<file path="src/rtl/r200_memarb.sv">
// r200_memarb: arbitrates the r200 fetch stage and the MEM-stage load/store
// path onto one single-port synchronous memory. Grants are combinational and
// in-flight reads are tracked by a MEM_LAT-deep tag pipeline that routes read
// data back to the owner and squashes fetch responses killed by a redirect.
// Optional feature: define R200_MEMARB_STARVE_EN to enable the fetch
// anti-starvation counter and STARVED state; otherwise data has strict priority.
module r200_memarb #(
    parameter int unsigned MEM_LAT    = 2,
    parameter int unsigned STARVE_MAX = 4
) (
    input  logic        clk,
    input  logic        rst,
    input  logic        if_req,
    input  logic [31:0] if_addr,
    output logic        if_gnt,
    output logic        if_rvalid,
    output logic [31:0] if_rdata,
    input  logic        flush,
    input  logic        d_req,
    input  logic        d_we,
    input  logic [3:0]  d_be,
    input  logic [31:0] d_addr,
    input  logic [31:0] d_wdata,
    output logic        d_gnt,
    output logic        d_rvalid,
    output logic [31:0] d_rdata,
    output logic        mem_en,
    output logic        mem_we,
    output logic [3:0]  mem_be,
    output logic [31:0] mem_addr,
    output logic [31:0] mem_wdata,
    input  logic [31:0] mem_rdata
);

    if (MEM_LAT < 1 || MEM_LAT > 4) begin : g_bad_mem_lat
        $error("r200_memarb: MEM_LAT must be 1..4");
    end
    if (STARVE_MAX < 1 || STARVE_MAX > 15) begin : g_bad_starve_max
        $error("r200_memarb: STARVE_MAX must be 1..15");
    end

    localparam int unsigned Tail = MEM_LAT - 1;

    logic fetch_win;

`ifdef R200_MEMARB_STARVE_EN
    typedef enum logic {StRun, StStarved} state_e;

    localparam logic [3:0] StarveMax = 4'(STARVE_MAX);

    state_e     state_q;
    logic [3:0] starve_q;

    // StStarved is held exactly while the counter sits at its saturation value
    assign fetch_win = ~d_req | (state_q == StStarved);

    // Count consecutive denied fetch cycles; force fetch once saturated
    always_ff @(posedge clk or negedge rst) begin
        if (!rst) begin
            starve_q <= '0;
            state_q  <= StRun;
        end else if (flush || !if_req || if_gnt) begin
            starve_q <= '0;
            state_q  <= StRun;
        end else if (starve_q != StarveMax) begin
            starve_q <= starve_q + 4'd1;
            if (starve_q + 4'd1 == StarveMax) begin
                state_q <= StStarved;
            end
        end
    end
`else
    assign fetch_win = ~d_req;
`endif

    // Grants are gated by reset so all outputs drop the moment reset asserts
    assign if_gnt = rst & if_req & ~flush & fetch_win;
    assign d_gnt  = rst & d_req & ~if_gnt;

    // Drive the memory port from whichever requester won this cycle
    always_comb begin
        mem_en    = 1'b0;
        mem_we    = 1'b0;
        mem_be    = 4'h0;
        mem_addr  = 32'h0;
        mem_wdata = 32'h0;
        if (if_gnt) begin
            mem_en   = 1'b1;
            mem_be   = 4'hF;
            mem_addr = if_addr;
        end else if (d_gnt) begin
            mem_en    = 1'b1;
            mem_we    = d_we;
            mem_be    = d_be;
            mem_addr  = d_addr;
            mem_wdata = d_wdata;
        end
    end

    // Tag pipeline: valid / owner (1 = data) / kill per in-flight read
    logic [MEM_LAT-1:0] vld_q, vld_d;
    logic [MEM_LAT-1:0] own_q, own_d;
    logic [MEM_LAT-1:0] kill_q, kill_d;

    // Shift tags toward the tail; a redirect kills every fetch entry in flight
    always_comb begin
        vld_d     = '0;
        own_d     = '0;
        kill_d    = '0;
        vld_d[0]  = mem_en & ~mem_we;
        own_d[0]  = d_gnt;
        kill_d[0] = 1'b0;
        for (int unsigned i = 1; i < MEM_LAT; i++) begin
            vld_d[i]  = vld_q[i-1];
            own_d[i]  = own_q[i-1];
            kill_d[i] = kill_q[i-1] | (flush & vld_q[i-1] & ~own_q[i-1]);
        end
    end

    // Register the tag pipeline; reset drops every outstanding read
    always_ff @(posedge clk or negedge rst) begin
        if (!rst) begin
            vld_q  <= '0;
            own_q  <= '0;
            kill_q <= '0;
        end else begin
            vld_q  <= vld_d;
            own_q  <= own_d;
            kill_q <= kill_d;
        end
    end

    // A flush coinciding with a fetch response at the tail also squashes it
    assign if_rvalid = vld_q[Tail] & ~own_q[Tail] & ~kill_q[Tail] & ~flush;
    assign d_rvalid  = vld_q[Tail] & own_q[Tail];
    assign if_rdata  = if_rvalid ? mem_rdata : 32'h0;
    assign d_rdata   = d_rvalid ? mem_rdata : 32'h0;

endmodule

</file>
<file path="config.mk">
export PLATFORM = sky130hd
export DESIGN_NAME = r200_memarb
export DESIGN_NICKNAME = d
export VERILOG_FILES = /design/src/rtl/r200_memarb.sv
export SDC_FILE = /design/constraint.sdc
export NUM_CORES = 1
export LEC_CHECK = 0
export BUFFER_PORTS_ARGS = -buffer_cell sky130_fd_sc_hd__buf_4
export CORE_AREA = 2 2 108 110
export CTS_CLUSTER_SIZE = 20
export DETAILED_ROUTE_END_ITERATION = 8
export DIE_AREA = 0 0 110 112
export PLACE_DENSITY_LB_ADDON = 0.08
export SLEW_MARGIN = 20
export SYNTH_ARGS = -nofsm -noshare
export SYNTH_HDL_FRONTEND = slang
export SYNTH_SLANG_ARGS = --single-unit
</file>
<file path="constraint.sdc">
create_clock -name clk -period 2.6 [get_ports clk]
set_input_delay 0.65 -clock clk [delete_from_list [all_inputs] [get_ports clk]]
set_output_delay 0.65 -clock clk [all_outputs]
set_load 0.03 [all_outputs]
</file>
==> flow_summary.ini, run 1 <==
[setup_path]
critPathBufInv = 2
path_cells = buf_4 > or3b_1 > a21oi_1 > buf_4
cpMostUsedCell = buf_4
end_kind = primary output
cp_data_arrival_time_ns = 1.70
cp-start-kind = input pin
cp_max_fo = 24
slowest_delay_ns = 0.50
crit_slowest_cell = or3b_1
cp_top_family = simple AND/OR/NAND/NOR gates
cp.required_ns = 1.95
path_class = in -> out

[finish]
fill_cells = 1182
final_common_cell = buf_4
diodes = 0
syn_to_final_growth_pct = 136.1
drive_gt1_share_pct = 60.04
layout.nets = 647
final_cell_mix = 284 x buf_4, 62 x and3_1, 37 x nand2_1, 37 x a21oi_1, 32 x nand4bb_1
utilization_pct = 35.27

[drt]
drtAntennaViolNets = 0
routedWlPerCell_um = 13.82
vias = 2845
wirelength_mm = 8.997
drcViolationCount = 0
firstDrtPassIters = 4
routed_via_density = 4.370
drt_iter0_markers = 106

[cts]
numCtsBuffers = 3
ctsHoldBuffers = 0
cts_root_buf = clkbuf_16
ctsResizeCount = 0
path_clk_slew_ns = 0.03
clockBufferDepth = 2
tritoncts = done
clock-sinks = 5
post_cts_buffers = 0
cts_max_level = 1
clk_latency_ns = 0.22

[logic_synthesis]
synth-xor-area-share_pct = 0
syn_inst = 252
synth_fp_nets = 390
synth_top_area_share_pct = 23.24
ys_seq_elements = 5
seq_area_frac_synth_pct = 7.496
synthSimpleGateAreaFrac_pct = 71.29
synth_compound_area_share_pct = 11.54
synth.avg_cell_area_um2 = 6.623
yosysTopAreaCell = and3_1
synth-adder-area-share_pct = 0
synthTopCellsByArea = and3_1 23%, nand4bb_1 22%, a21oi_1 11%, nand2_1 8.3%, and2_1 8.2%
synth_mux_area_share_pct = 0
synth_top_family_by_area = simple AND/OR/NAND/NOR gates
synth_area_mm2 = 0.001669
yosys_warnings = 0
synth_cell_types = 19

[global_route]
overflow = 0
track_usage_pct = 13.33
grt_pass1_wl_mm = 13.19
grt_pass1_vias = 2690
grt_max_degree = 50
antenna_found_initial = 0

[placed_design]
gp_congestion = 0.8088
hpwl_mm = 7.128
port-buffer-count = 275

[power]
total_power_mw = 0.9104
peakVddDrop_uv = 237.7
p_per_area_mw_per_mm2 = 231.0
leakagePower_nw = 2.267

[timing]
tightest_slew_ns = 0.2819
skew_ns = 0.0007177
hold_ws_ns = 0.3795
relSlewSlack_pct = 81.21
finalSetupTns_ns = 0
rsz0062_at_grt = no
finalHoldViolCount = 0
fmax_mhz = 425.6
post-route-period-util_pct = 90.36
slew_viol_final = 0
fin_crit_ns = 2.349
finalSetupViolCount = 0

[min_path]
hp-class = reg -> reg

[floorplan]
rows = 39
pin_count = 276
start_util_pct = 14.94
die_h_um = 112
die-area_mm2 = 0.01232
dieWidth_um = 110
core_region_area_mm2 = 0.01117

[run_status]
status = completed

[run]
maxCapViolations = 0
-- path summary, 6_finish.rpt --
check,from,end,slack [ns],depth (start not counted)
min,own_q[0]$_DFF_PN0_,own_q[1]$_DFF_PN0_,0.38,0
max reg2reg,vld_q[0]$_DFF_PN0_,kill_q[1]$_DFF_PN0_,2.02,2
max,d_req,mem_be[0],0.25,4
max in group asynchronous,rst,kill_q[1]$_DFF_PN0_,1.92,2
min reg2reg,own_q[0]$_DFF_PN0_,own_q[1]$_DFF_PN0_,0.38,0
min in group asynchronous,rst,own_q[0]$_DFF_PN0_,0.54,2
-- layout make-up --
| class | count | area, µm² | share of cell area [%] |
|---|---|---|---|
| clock buffers | 4 | 78.83 | 2.000 |
| inverters | 1 | 3.754 | 0.09524 |
| multi-input cells | 212 | 1383 | 35.08 |
| flip-flops and latches | 5 | 125.1 | 3.175 |
| well taps | 143 | 178.9 | 4.540 |
| repair buffers | 286 | 2172 | 55.11 |
-- synth_stat cells (all sizes together) --
library cell  instances
a21oi                37
and2                 34
and3                 65
buf                  11
clkbuf               23
dfrtp                 5
inv                   1
nand2                37
nand2b                1
nand4bb              32
nor2                  2
nor2b                 1
nor4b                 1
o21a                  1
or3b                  1
-- cell families (layout without fill, tap and decap cells) --
family	after synthesis	in the layout
DFF	5	5
and+or+nand+nor	174	174
buffers and inverters	35	291
AOI/OAI and AO/OA	38	38
-- where the power goes --
part           internal [mW]  switching, mW  total [mW]
Clock                  0.203         0.0446       0.247
Sequential            0.0821        0.00260      0.0847
Combinational          0.283          0.296       0.578
-- metrics by stage --
step                      instances  worst slack [ns]  instance area [µm²]
after floorplan                 252            0.2966                 1669
after detailed placement        647            0.2485                 3862
after global placement          647            0.2588                 3862
after global routing            651            0.1417                 3941
after CTS                       651            0.2442                 3941
final                           651            0.2506                 3941
-- sequential cells by signal, indices dropped and copies added (netlist names) --
register and flops:
own_q 2, kill_q 1, vld_q 2
-- metal layers --
metal	vias to the layer above	track usage, %	part of all wire (%)
li1	1409	-	-
met3	10	2.459	9.9
met4	0	3.460	1.7
met2	161	26.13	55
met5	-	0	0
met1	1265	14.07	34
-- worst reg2reg max path, delay by kind of cell, from the launching register on --
family | cells | cell delay (ns)
flip-flops | 1 | 0.37
AND/OR/NAND/NOR | 2 | 0.10
No activity file was read; power rests on OpenSTA's default activity.
==> run 2, diff against run 1 <==
ABC_AREA = 1   (was not set)
==> flow_summary.ini, run 2 <==
[placed_design]
gp_congestion = 0.7518
hpwl_mm = 6.598
port-buffer-count = 275

[global_route]
grt_pass1_wl_mm = 10.63
grt_max_degree = 39
antenna_found_initial = 0
overflow = 0
track_usage_pct = 10.90
grt_pass1_vias = 2372

[setup_path]
path_class = in -> out
path_cells = buf_4 > nor2_2 > nand2_2 > buf_12 > o21ai_0 > buf_4
cp_data_arrival_time_ns = 1.70
cp_top_family = buffers and inverters
crit_slowest_cell = buf_12
end_kind = primary output
cp.required_ns = 1.95
cp_max_fo = 22
cpMostUsedCell = buf_4
critPathBufInv = 3
cp-start-kind = input pin
slowest_delay_ns = 0.23

[timing]
fin_crit_ns = 2.354
tightest_slew_ns = 0.3580
finalSetupTns_ns = 0
finalSetupViolCount = 0
post-route-period-util_pct = 90.53
rsz0062_at_grt = no
fmax_mhz = 424.8
finalHoldViolCount = 0
skew_ns = 0.001399
slew_viol_final = 0
relSlewSlack_pct = 76.13

[floorplan]
pin_count = 276
dieWidth_um = 110
die-area_mm2 = 0.01232
die_h_um = 112
core_region_area_mm2 = 0.01117
rows = 39
start_util_pct = 12.32

[power]
total_power_mw = 0.8914
cellInternalPower_mw = 0.5449
p_per_area_mw_per_mm2 = 244.1
pwr-share-clk_pct = 27.8
combPwrFrac_pct = 62.7
leakagePower_nw = 2.459
p_seq_share_pct = 9.5
peakVddDrop_uv = 194.3
netSwitchingFraction_pct = 38.87
p_switching_mw = 0.3465

[logic_synthesis]
yosysTopAreaCell = inv_1
synth_cell_types = 18
synth.avg_cell_area_um2 = 4.527
synth_edf_count = 0
seq_area_frac_synth_pct = 9.091
syn_inst = 304
synth_area_mm2 = 0.001376
yosys_warnings = 0
ys_seq_elements = 5
synth_fp_nets = 442
synth_top_area_share_pct = 27.55
synth_most_common_cell = inv_1
synthTopCellsByCount = 101 x inv_1, 99 x nor2_1, 44 x nand2_1
async_flop_share_pct = 100.0
synthTopCellsByArea = inv_1 28%, nor2_1 27%, nand2_1 12%, o21ai_0 11%, dfrtp_1 9.1%
ys.flop_type = dfrtp_1

[drt]
vias = 2600
routed_via_density = 3.636
drt_iter0_markers = 96
drcViolationCount = 0
routedWlPerCell_um = 10.66
firstDrtPassIters = 4
wirelength_mm = 7.622
drtAntennaViolNets = 0

[cts]
post_cts_buffers = 0
ctsResizeCount = 0
clock-sinks = 5
path_clk_slew_ns = 0.03
clockBufferDepth = 2
tritoncts = done
cts_max_level = 1
clk_latency_ns = 0.22
ctsHoldBuffers = 0
numCtsBuffers = 3
cts_root_buf = clkbuf_16

[run]
maxCapViolations = 0

[finish]
layout.nets = 711
final_common_cell = buf_4
diodes = 0
drive_gt1_share_pct = 50.87
top_regs = own_q (2), vld_q (2), kill_q (1)
syn_to_final_growth_pct = 165.4
utilization_pct = 32.68
final_cell_mix = 278 x buf_4, 101 x inv_1, 99 x nor2_1

[run_status]
status = completed

[min_path]
hp-class = in -> async
-- run 2: cell type report --
class / count / area [µm²]
clock buffer: 4 / 78.83
fill: 1246 / 7522
inverter: 103 / 389.1
multi-input combinational: 180 / 753.2
sequential: 5 / 125.1
tap: 143 / 178.9
timing repair buffer: 280 / 2127
-- run 2: power by group through the flow --
stage               clock (mW)  sequential (mW)  combinational, mW
CTS                      0.253           0.0845              0.566
finish                   0.248           0.0845              0.559
floorplan                    0           0.0852              0.269
global route             0.260           0.0849              0.603
detailed placement           0           0.0854              0.565
global placement             0           0.0855              0.564
-- run 2: per-layer routing --
layer  part of all wire, %  vias to the layer above  GRT usage (%)
met5                     0                        -              0
li1                      -                     1364              -
met1                    29                     1062          8.519
met4                   1.9                        0          3.291
met3                    13                       10          3.806
met2                    56                      164          23.35
-- run 2: worst reg2reg max path, delay by kind of cell, from the launching register on --
| family | cells | cell delay [ns] |
|---|---|---|
| and+or+nand+nor | 2 | 0.10 |
| DFF | 1 | 0.36 |
-- run 2: worst paths after layout --
check | startpoint | to | slack [ns] | cells after the start
max | d_req | mem_addr[7] | 0.25 | 6
min | rst | vld_q[1]$_DFF_PN0_ | 0.23 | 1
max reg2reg | vld_q[0]$_DFF_PN0_ | kill_q[1]$_DFF_PN0_ | 2.03 | 2
min reg2reg | own_q[0]$_DFF_PN0_ | own_q[1]$_DFF_PN0_ | 0.36 | 0
max in group asynchronous | rst | vld_q[0]$_DFF_PN0_ | 2.24 | 1
min in group clk | own_q[0]$_DFF_PN0_ | own_q[1]$_DFF_PN0_ | 0.36 | 0
-- run 2: kinds of logic after synthesis --
group / Yosys count / share of synthesized area (%)
buffers and inverters: 119 / 36.18
DFF: 5 / 9.091
and+or+nand+nor: 147 / 41.09
AOI/OAI and AO/OA: 33 / 13.64
-- run 2: metrics by stage --
stage | cell area [µm²] | hold WS (ns) | cells | worst slack [ns]
6_report | 3652 | 0.2329 | 715 | 0.2462
5_1_grt | 3652 | 0.2328 | 715 | 0.1351
4_1_cts | 3652 | 0.2313 | 715 | 0.2298
3_5_place_dp | 3573 | 0.3591 | 711 | 0.2420
3_3_place_gp | 3573 | 0.3613 | 711 | 0.2533
2_1_floorplan | 1376 | 0.3540 | 304 | 0.2978
